## src/rtl/sort_frame_scheduler_pkg.sv

```systemverilog
// Shared types and helpers for the sort frame scheduler: state encoding and counter sizing.
`default_nettype none

package sort_sched_pkg;

  typedef enum logic [2:0] {
    FILL   = 3'd0,
    CLEAR  = 3'd1,
    LAUNCH = 3'd2,
    WAIT   = 3'd3,
    DRAIN  = 3'd4
  } sched_state_t;

  // Width of a counter addressing n entries; never narrower than one bit.
  function automatic int cnt_width(input int n);
    return (n > 1) ? $clog2(n) : 1;
  endfunction

endpackage

`default_nettype wire

```

## src/rtl/sort_frame_scheduler.sv

```systemverilog
// ============================================================================
// Module      : sort_frame_scheduler
// Description : Collects a frame of SIZE samples, runs the external bitonic
//               sorter on it and streams the ranked samples with their arrival
//               indices. Optional sorter watchdog: define SORT_TIMEOUT_EN.
// Revision    : 1.0 - initial release
// ============================================================================
`default_nettype none

module sort_frame_scheduler
  import sort_sched_pkg::*;
#(
  parameter int SIZE           = 4,
  parameter int NETWORK_WIDTH  = 8,
  parameter int INDEX_WIDTH    = cnt_width(SIZE),
  parameter int TIMEOUT_CYCLES = 256
) (
  input  logic                          clk,
  input  logic                          reset,
  input  logic                          in_valid,
  output logic                          in_ready,
  input  logic [NETWORK_WIDTH-1:0]      in_data,
  output logic                          out_valid,
  input  logic                          out_ready,
  output logic [NETWORK_WIDTH-1:0]      out_data,
  output logic [INDEX_WIDTH-1:0]        out_index,
  output logic                          out_last,
  output logic                          sorter_reset,
  output logic                          sorter_ready,
  output logic [SIZE*NETWORK_WIDTH-1:0] sorter_data_in,
  output logic [SIZE*INDEX_WIDTH-1:0]   sorter_index_in,
  input  logic [SIZE*NETWORK_WIDTH-1:0] sorter_data_out,
  input  logic [SIZE*INDEX_WIDTH-1:0]   sorter_index_out,
  input  logic                          sorter_done,
  output logic                          busy,
  output logic                          timeout_err
);

  localparam int                 C_CNT_W = cnt_width(SIZE);
  localparam logic [C_CNT_W-1:0] C_LAST  = C_CNT_W'(SIZE - 1);

  if ((SIZE < 2) || ((SIZE & (SIZE - 1)) != 0) || (TIMEOUT_CYCLES < 1)) begin : g_bad_params
    $error("sort_frame_scheduler: SIZE must be a power of two >= 2 and TIMEOUT_CYCLES >= 1");
  end

  sched_state_t             r_state;
  logic [C_CNT_W-1:0]       r_fill_cnt;
  logic [C_CNT_W-1:0]       r_ptr;
  logic [NETWORK_WIDTH-1:0] r_frame    [SIZE];
  logic [INDEX_WIDTH-1:0]   r_idx      [SIZE];
  logic [NETWORK_WIDTH-1:0] r_res_data [SIZE];
  logic [INDEX_WIDTH-1:0]   r_res_idx  [SIZE];
  logic                     r_sorter_reset;
  logic                     r_sorter_ready;
  logic                     r_out_valid;
  logic                     r_out_last;
  logic [NETWORK_WIDTH-1:0] r_out_data;
  logic [INDEX_WIDTH-1:0]   r_out_index;
  logic                     r_busy;
  logic [C_CNT_W-1:0]       w_ptr_next;

`ifdef SORT_TIMEOUT_EN
  localparam int                  C_WAIT_W = $clog2(TIMEOUT_CYCLES + 1);
  localparam logic [C_WAIT_W-1:0] C_WAIT_LAST = C_WAIT_W'(TIMEOUT_CYCLES - 1);

  logic [C_WAIT_W-1:0] r_wait_cnt;
  logic                r_abort;
  logic                r_timeout_err;

  assign timeout_err = r_timeout_err;
`else
  assign timeout_err = 1'b0;
`endif

  assign w_ptr_next = r_ptr + C_CNT_W'(1);

  // The only combinational output; gated by reset so nothing is accepted while held.
  assign in_ready     = reset && (r_state == FILL);
  assign out_valid    = r_out_valid;
  assign out_data     = r_out_data;
  assign out_index    = r_out_index;
  assign out_last     = r_out_last;
  assign sorter_reset = r_sorter_reset;
  assign sorter_ready = r_sorter_ready;
  assign busy         = r_busy;

  for (genvar g = 0; g < SIZE; g++) begin : g_lane
    assign sorter_data_in[g*NETWORK_WIDTH +: NETWORK_WIDTH] = r_frame[g];
    assign sorter_index_in[g*INDEX_WIDTH +: INDEX_WIDTH]    = r_idx[g];
  end

  always_ff @(posedge clk) begin
    if (!reset) begin
      r_state        <= FILL;
      r_fill_cnt     <= '0;
      r_ptr          <= '0;
      r_sorter_reset <= 1'b1;
      r_sorter_ready <= 1'b0;
      r_out_valid    <= 1'b0;
      r_out_last     <= 1'b0;
      r_out_data     <= '0;
      r_out_index    <= '0;
      r_busy         <= 1'b0;
      for (int i = 0; i < SIZE; i++) begin
        r_frame[i]    <= '0;
        r_idx[i]      <= '0;
        r_res_data[i] <= '0;
        r_res_idx[i]  <= '0;
      end
`ifdef SORT_TIMEOUT_EN
      r_wait_cnt     <= '0;
      r_abort        <= 1'b0;
      r_timeout_err  <= 1'b0;
`endif
    end else begin
      case (r_state)
        FILL: begin
          r_sorter_reset <= 1'b0;
          r_busy         <= 1'b0;
          if (in_valid) begin
            r_frame[r_fill_cnt] <= in_data;
            r_idx[r_fill_cnt]   <= INDEX_WIDTH'(r_fill_cnt);
            if (r_fill_cnt == C_LAST) begin
              r_fill_cnt     <= '0;
              r_state        <= CLEAR;
              r_sorter_reset <= 1'b1;
              r_busy         <= 1'b1;
            end else begin
              r_fill_cnt <= r_fill_cnt + C_CNT_W'(1);
            end
          end
        end

        CLEAR: begin
          r_sorter_reset <= 1'b0;
`ifdef SORT_TIMEOUT_EN
          if (r_abort) begin
            r_abort <= 1'b0;
            r_state <= FILL;
            r_busy  <= 1'b0;
          end else begin
            r_state        <= LAUNCH;
            r_sorter_ready <= 1'b1;
          end
`else
          r_state        <= LAUNCH;
          r_sorter_ready <= 1'b1;
`endif
        end

        LAUNCH: begin
          r_sorter_ready <= 1'b0;
          r_state        <= WAIT;
`ifdef SORT_TIMEOUT_EN
          r_wait_cnt     <= '0;
`endif
        end

        WAIT: begin
          if (sorter_done) begin
            for (int i = 0; i < SIZE; i++) begin
              r_res_data[i] <= sorter_data_out[i*NETWORK_WIDTH +: NETWORK_WIDTH];
              r_res_idx[i]  <= sorter_index_out[i*INDEX_WIDTH +: INDEX_WIDTH];
            end
            r_out_data  <= sorter_data_out[NETWORK_WIDTH-1:0];
            r_out_index <= sorter_index_out[INDEX_WIDTH-1:0];
            r_out_valid <= 1'b1;
            r_out_last  <= 1'b0;
            r_ptr       <= '0;
            r_state     <= DRAIN;
          end
`ifdef SORT_TIMEOUT_EN
          // Stalled sorter: drop the frame and recycle it through CLEAR back to FILL.
          else if (r_wait_cnt == C_WAIT_LAST) begin
            r_timeout_err  <= 1'b1;
            r_abort        <= 1'b1;
            r_sorter_reset <= 1'b1;
            r_state        <= CLEAR;
          end else begin
            r_wait_cnt <= r_wait_cnt + C_WAIT_W'(1);
          end
`endif
        end

        DRAIN: begin
          if (out_ready) begin
            if (r_ptr == C_LAST) begin
              r_out_valid <= 1'b0;
              r_out_last  <= 1'b0;
              r_ptr       <= '0;
              r_busy      <= 1'b0;
              r_state     <= FILL;
            end else begin
              r_ptr       <= w_ptr_next;
              r_out_data  <= r_res_data[w_ptr_next];
              r_out_index <= r_res_idx[w_ptr_next];
              r_out_last  <= (w_ptr_next == C_LAST);
            end
          end
        end

        default: begin
          r_state <= FILL;
        end
      endcase
    end
  end

endmodule

`default_nettype wire

```

## config.mk

```make
export PLATFORM = sky130hd
export DESIGN_NAME = sort_frame_scheduler
export DESIGN_NICKNAME = d
export VERILOG_FILES = /design/src/rtl/sort_frame_scheduler_pkg.sv /design/src/rtl/sort_frame_scheduler.sv
export SDC_FILE = /design/constraint.sdc
export NUM_CORES = 1
export LEC_CHECK = 0
export CAP_MARGIN = 30
export CORE_MARGIN = 5
export CORE_UTILIZATION = 55
export CTS_BUF_LIST = sky130_fd_sc_hd__clkbuf_4 sky130_fd_sc_hd__clkbuf_8
export DETAILED_ROUTE_END_ITERATION = 16
export PLACE_DENSITY = 0.88
export SYNTH_ARGS = -nofsm -noshare
export SYNTH_HDL_FRONTEND = slang
export SYNTH_SLANG_ARGS = --single-unit
```

## constraint.sdc

```tcl
create_clock -name clk -period 4 [get_ports clk]
set_input_delay 0.4 -clock clk [delete_from_list [all_inputs] [get_ports clk]]
set_output_delay 0.4 -clock clk [all_outputs]
set_load 0.005 [all_outputs]
```

==> flow_summary.ini <==
[synth]
synth_edf_count = 80
syn_area_sq_um = 4380
async_flop_share = 0
synth_seq_cells = 102
synth_top_area_cell = edfxtp_1
synthCells = 299
synth_warnings = 0
synth_top_area_frac = 0.548
synthTopCellsByArea = edfxtp_1 55%, dfxtp_1 10%, and2_1 9.1%
postSynthAreaPerCell_sq_um = 14.7
seq_area_frac_synth = 0.649
synth_cell_types = 37
ys.flop_type = edfxtp_1

[setup_path]
worstReg2RegEnd = r_frame[0][5]
setup.worst_path.start = reset
endpoint = in_ready
r2r-start = r_state[1]
worstPathRequired_ns = 3.60
critPathMaxFanout = 20
worstSetupStartpointType = input pin
rrSetupSlack_ns = 1.48
arrival_ns = 2.21
reg2reg_depth = 3
endpoint_kind = output pin
critPathKind = in2out

[grt]
grt_use_total = 0.197
grt_pass1_vias = 2891
grt_max_degree = 41
grt_pass1_wl_microns = 14900
antenna_found_initial = 0
overflow = 0

[power]
powerDensity_nw_per_um2 = 359
vdd_ir_drop_max_v = 0.000251
p_leak_nw = 2.07

[clock_network]
clkSinkCount = 102
htree_levels = 3
holdBufCountCts = 0
clk_pin_slew_worst_paths_ns = 0.09
cts_tree = yes
postCtsSetupBuffers = 0
clk_latency_ns = 0.37
cts_root_buffer = clkbuf_8
clockBufferDepth = 2
cts_made_buffers = 9
cts_resized = 0

[timing]
post-route-period-util = 0.652
finClkSkew_ns = 0.00872
worst-slew-pin-transition_ns = 0.817
hold_viol = 0
max_freq_ghz = 0.384
rsz0062_at_grt = false
slew_violations = 0
setup_viol = 0
tns_ns = 0
min_period_ns = 2.61
max_slew_margin = 0.454

[floorplanning]
die_w_microns = 99.3
rows = 32
die_height_microns = 99.3
start_util = 0.567
io_pins = 110
coreArea_sq_um = 7730
die_area_sq_um = 9850

[placement]
numPortBuffers = 108
gp_routability_congestion = 0.808
post-dp-hpwl_microns = 7000

[layout]
area_growth_pct = 30.8
drive_gt1_frac = 0.112
layout_common_cells = 108 x clkdlybuf4s50_1, 80 x edfxtp_1, 64 x and2_1
layout.nets = 462
final_util = 0.742
n_antenna_cell = 0
layout_commonest_cell = clkdlybuf4s50_1

[flow_run]
cap_violations = 0

[detailed_routing]
wirelength_microns = 9410
drtAntennaViolNets = 0
vias_per_cell = 5.42
avgRoutedWirePerCell_microns = 18.3
dr.pass1.iters = 4
vias = 2783
drc_errors = 0
dr.first_iter.drc_count = 148

[worst_hold_path]
hold_path.class = reg2reg

[status]
status = finished clean
-- cells in the mapped netlist (2+ instances only) --
library cell / instances
a211oi_1: 12
a211oi_2: 8
a21oi_1: 6
and2_1: 64
and3_1: 10
and4b_1: 3
buf_2: 4
buf_4: 6
clkbuf_1: 6
clkbuf_2: 4
dfxtp_1: 22
edfxtp_1: 80
ha_1: 3
inv_1: 4
mux2i_1: 12
mux4_2: 10
nand2_1: 6
nand2b_1: 5
nand3_1: 7
nor2_1: 8
nor4b_4: 2
o21ai_0: 2
-- registers in the layout (all words and copies together), names as in the netlist --
| name | cells |
|---|---|
| r_fill_cnt | 2 |
| out_data | 8 |
| sorter_reset | 1 |
| out_index | 2 |
| out_valid | 1 |
| out_last | 1 |
| r_res_idx | 8 |
| r_ptr | 2 |
| r_frame | 32 |
| r_state | 3 |
| r_idx | 8 |
| r_res_data | 32 |
| sorter_ready | 1 |
| busy | 1 |
-- logic make-up after synthesis --
| logic type | count (synthesis) | share of synthesized area |
|---|---|---|
| and+or+nand+nor | 112 | 0.167 |
| muxes | 22 | 0.0788 |
| AOI/OAI and AO/OA | 34 | 0.0651 |
| adders and majority gates | 3 | 0.00857 |
| other | 1 | 0.000856 |
| buffers and inverters | 25 | 0.0306 |
| DFF | 102 | 0.649 |
-- power by group --
group          internal (W)  switching (W)
Combinational      0.000113      0.0000723
Sequential          0.00119      0.0000213
Clock              0.000298       0.000365
Total               0.00160       0.000459
-- worst min path at each step --
| stage | from | endpoint | slack [ns] | depth (start not counted) |
|---|---|---|---|---|
| after floorplan | out_last | out_last | 0.46 | 2 |
| after global placement | busy | busy | 0.47 | 2 |
| after detailed placement | out_last | out_last | 0.48 | 2 |
| after CTS | out_last | out_last | 0.49 | 2 |
| after global routing | out_last | out_last | 0.52 | 2 |
| final | out_last | out_last | 0.50 | 2 |
-- layer usage --
layer | GRT usage | vias up | share of wire
li1 | - | 1317 | -
met1 | 0.229 | 1368 | 0.38
met2 | 0.355 | 89 | 0.53
met3 | 0.0519 | 9 | 0.070
met4 | 0.0578 | 0 | 0.011
met5 | 0 | - | 0
-- per-stage QoR --
| stage | power, W | instance area (sq um) | hold slack (ns) | std cells | worst slack [ns] |
|---|---|---|---|---|---|
| finish | 0.00206 | 5730 | 0.496 | 513 | 1.39 |
| floorplan | 0.00129 | 4400 | 0.464 | 303 | 1.86 |
| detailed placement | 0.00142 | 5530 | 0.480 | 497 | 1.16 |
| CTS | 0.00207 | 5730 | 0.493 | 513 | 1.42 |
| global placement | 0.00141 | 5530 | 0.474 | 497 | 1.30 |
| global route | 0.00213 | 5730 | 0.519 | 513 | 1.23 |
-- critical path, cell delays in order --
cell and delay [ns]:
clkdlybuf4s50_1 0.84, nand2b_1 0.23, nor3_1 0.20, clkdlybuf4s50_1 0.53
-- layout make-up --
class                   instances  area [sq um]
flip-flops and latches        102          2840
fillers                       469          2000
multi-input cells             176          1420
repair buffers                113          1120
well taps                     102           128
clock buffers                   9           124
clock inverters                 7          80.1
inverters                       4          15.0
Power figures use the tool's default switching activity.
==> variant: new RTL, same settings <==
Set the parameter `SIZE` to 8 (it was 4).
--- a/src/rtl/sort_frame_scheduler.sv
+++ b/src/rtl/sort_frame_scheduler.sv
@@ -11,5 +11,5 @@
   import sort_sched_pkg::*;
 #(
-  parameter int SIZE           = 4,
+  parameter int SIZE           = 8,
   parameter int NETWORK_WIDTH  = 8,
   parameter int INDEX_WIDTH    = cnt_width(SIZE),
Ports: changed (5 resized); port bits go from 110 to 207. The function was not compared with the original's and may differ.
==> variant against the unedited design <==
Final area rose by 94%. Critical path depth increased by 2. Total power up 110%. Synthesized cell count up 78%. Setup slack lost 81 ps. Area after synthesis is 88% higher. Routed wire length increased by 99%. Sequential cell count up 99. Sequential share of layout area rose by 2.4 points. Critical path type is now reg2reg. Critical endpoint is now out_data[3].
==> variant: results (changes against the unedited design) <==
- Layout cell share with drive strength beyond 1: 12.3% (+1.1 points)
- LEAKAGE: 0.00442 µW (+110%)
- Highest routed layer: met4
- Worst-Skew Late Latency: 530 ps (+160 ps)
- Compound-Gate Fraction of Synth Area: 3.56% (-2.9 points)
- Detailed placer's ending HPWL: 13500 µm (+93%)
- Worst Hold Depth: 3 (+1)
- Largest net degree at the start of global routing: 121 (+200%)
- Max FO, Critical Path: 12 (-40%)
- Met1 Use GR: 25.5% (+2.6 points)
- Total CTS buffers: 30 (+21)
- Register-to-Register Path Depth: 6 (+3)
- Synth area leaders: edfxtp_1, and2_1, dfxtp_1
- CTS H-tree lvls: 1 (-2)
- WL met2: 9400 µm (+87%)
- Status: finished, final reports clean
- Hold Path Class: in2reg
- Resized cells post-CTS: 0 (unchanged)
- Worst path slowest cell: nand3b_1
- CTS max path bufs: 3 (+1)
- Setup Skew: 9.14 ps (+0.411 ps)
- Post-Synth XOR/XNOR Area: 0% (unchanged)
- Clock Root Buffer: clkbuf_8
- Post-Route WL: 18700 µm (+99%)
- Seq pwr: 2390 µW (+98%)
- Met2 global-route usage: 36.2% (+0.68 points)
- First-pass GRT wire length: 29100 µm (+96%)
- Adder-cell share of the synthesized area: 0.758% (-0.099 points)
- Peak supply drop: 0.250 mV (-0.29%)
- Worst Min Path Start: reset
- Top Family by Delay on Critical Path: simple AND/OR/NAND/NOR gates
- Internal Power: 3420 µW (+110%)
- Met3 WL: 1530 µm (+130%)
- Commonest cells post-synth: edfxtp_1, and2_1, and3_1
- Data arrival, critical path: 3120 ps (+910 ps)
- Number of DRC markers in iteration 0: 375 (+150%)
- Vias in the first global route: 5531 (+91%)
- P_sw: 885 µW (+93%)
- Slowest stage delay, CP: 540 ps (-300 ps)
- Port-buffer cells: 205 (+90%)
- Setup repair bufs after CTS: 0 (unchanged)
- Total track usage: 20.8% (+1.1 points)
- Synth cell types: 40 (+8.1%)
- Layout Nets: 864 (+87%)
- Met3 Use GR: 5.20% (+0.012 points)
- Detailed-route via count: 5288 (+90%)
- Placer Congestion: 0.833 (+3.1%)
- 1st-pass router iterations: 5 (+1)
- Crit path from: r_ptr[0]
- Length of routed wiring on met1: 7370 µm (+100%)
- Slew margin rel.: 29.6% (-16 points)
- Sequential share of the synthesized area: 70.1% (+5.2 points)
- P_comb: 316 µW (+70%)
- Clock transition at the registers of the reported paths: 60 ps (-30 ps)
- Regs by FF count: r_frame: 64 flops, r_res_data: 64 flops
- Dpl cell area: 0.0105 mm² (+91%)
- Async SR Flop Fraction: 0% (unchanged)
- Fraction of synthesized area in multiplexers: 7.34% (-0.54 points)
- Number of flops mapped to enable cells by yosys: 176 (+120%)
-- variant: cell types whose count changed in the layout (fill, tap and decap cells not counted), moves of 10 or more --
cell / delta
clkdlybuf4s50_1: +96
edfxtp_1: +96
and3_1: +57
clkbuf_8: +25
and2_1: +23
o21ai_0: +21
a211oi_1: -12
mux4_2: +12
a31oi_1: +11
clkbuf_4: +10
-- variant: final timing paths --
check / endpoint / slack [ps]
min reg2reg: out_last / 470
min: r_state[1] / 300
max: out_data[3] / 1310
max reg2reg: out_data[3] / 1310
-- variant: layout make-up --
class,count,area (µm²)
sequential,201,5790
fill,825,3510
multi-input combinational,305,2340
timing repair buffer,217,2170
clock buffer,44,543
tap,184,230
clock inverter,12,50.0
inverter,3,11.3
-- variant: metrics by stage --
step           utilization, %  hold WS [ps]  std cells  worst slack, ps
6_report                 76.0           305        966             1310
5_1_grt                  76.0           304        966             1080
4_1_cts                  76.0           278        966             1350
3_5_place_dp             72.0           467        910              980
3_3_place_gp             71.6           459        908             1050
2_1_floorplan               -           458        544              334
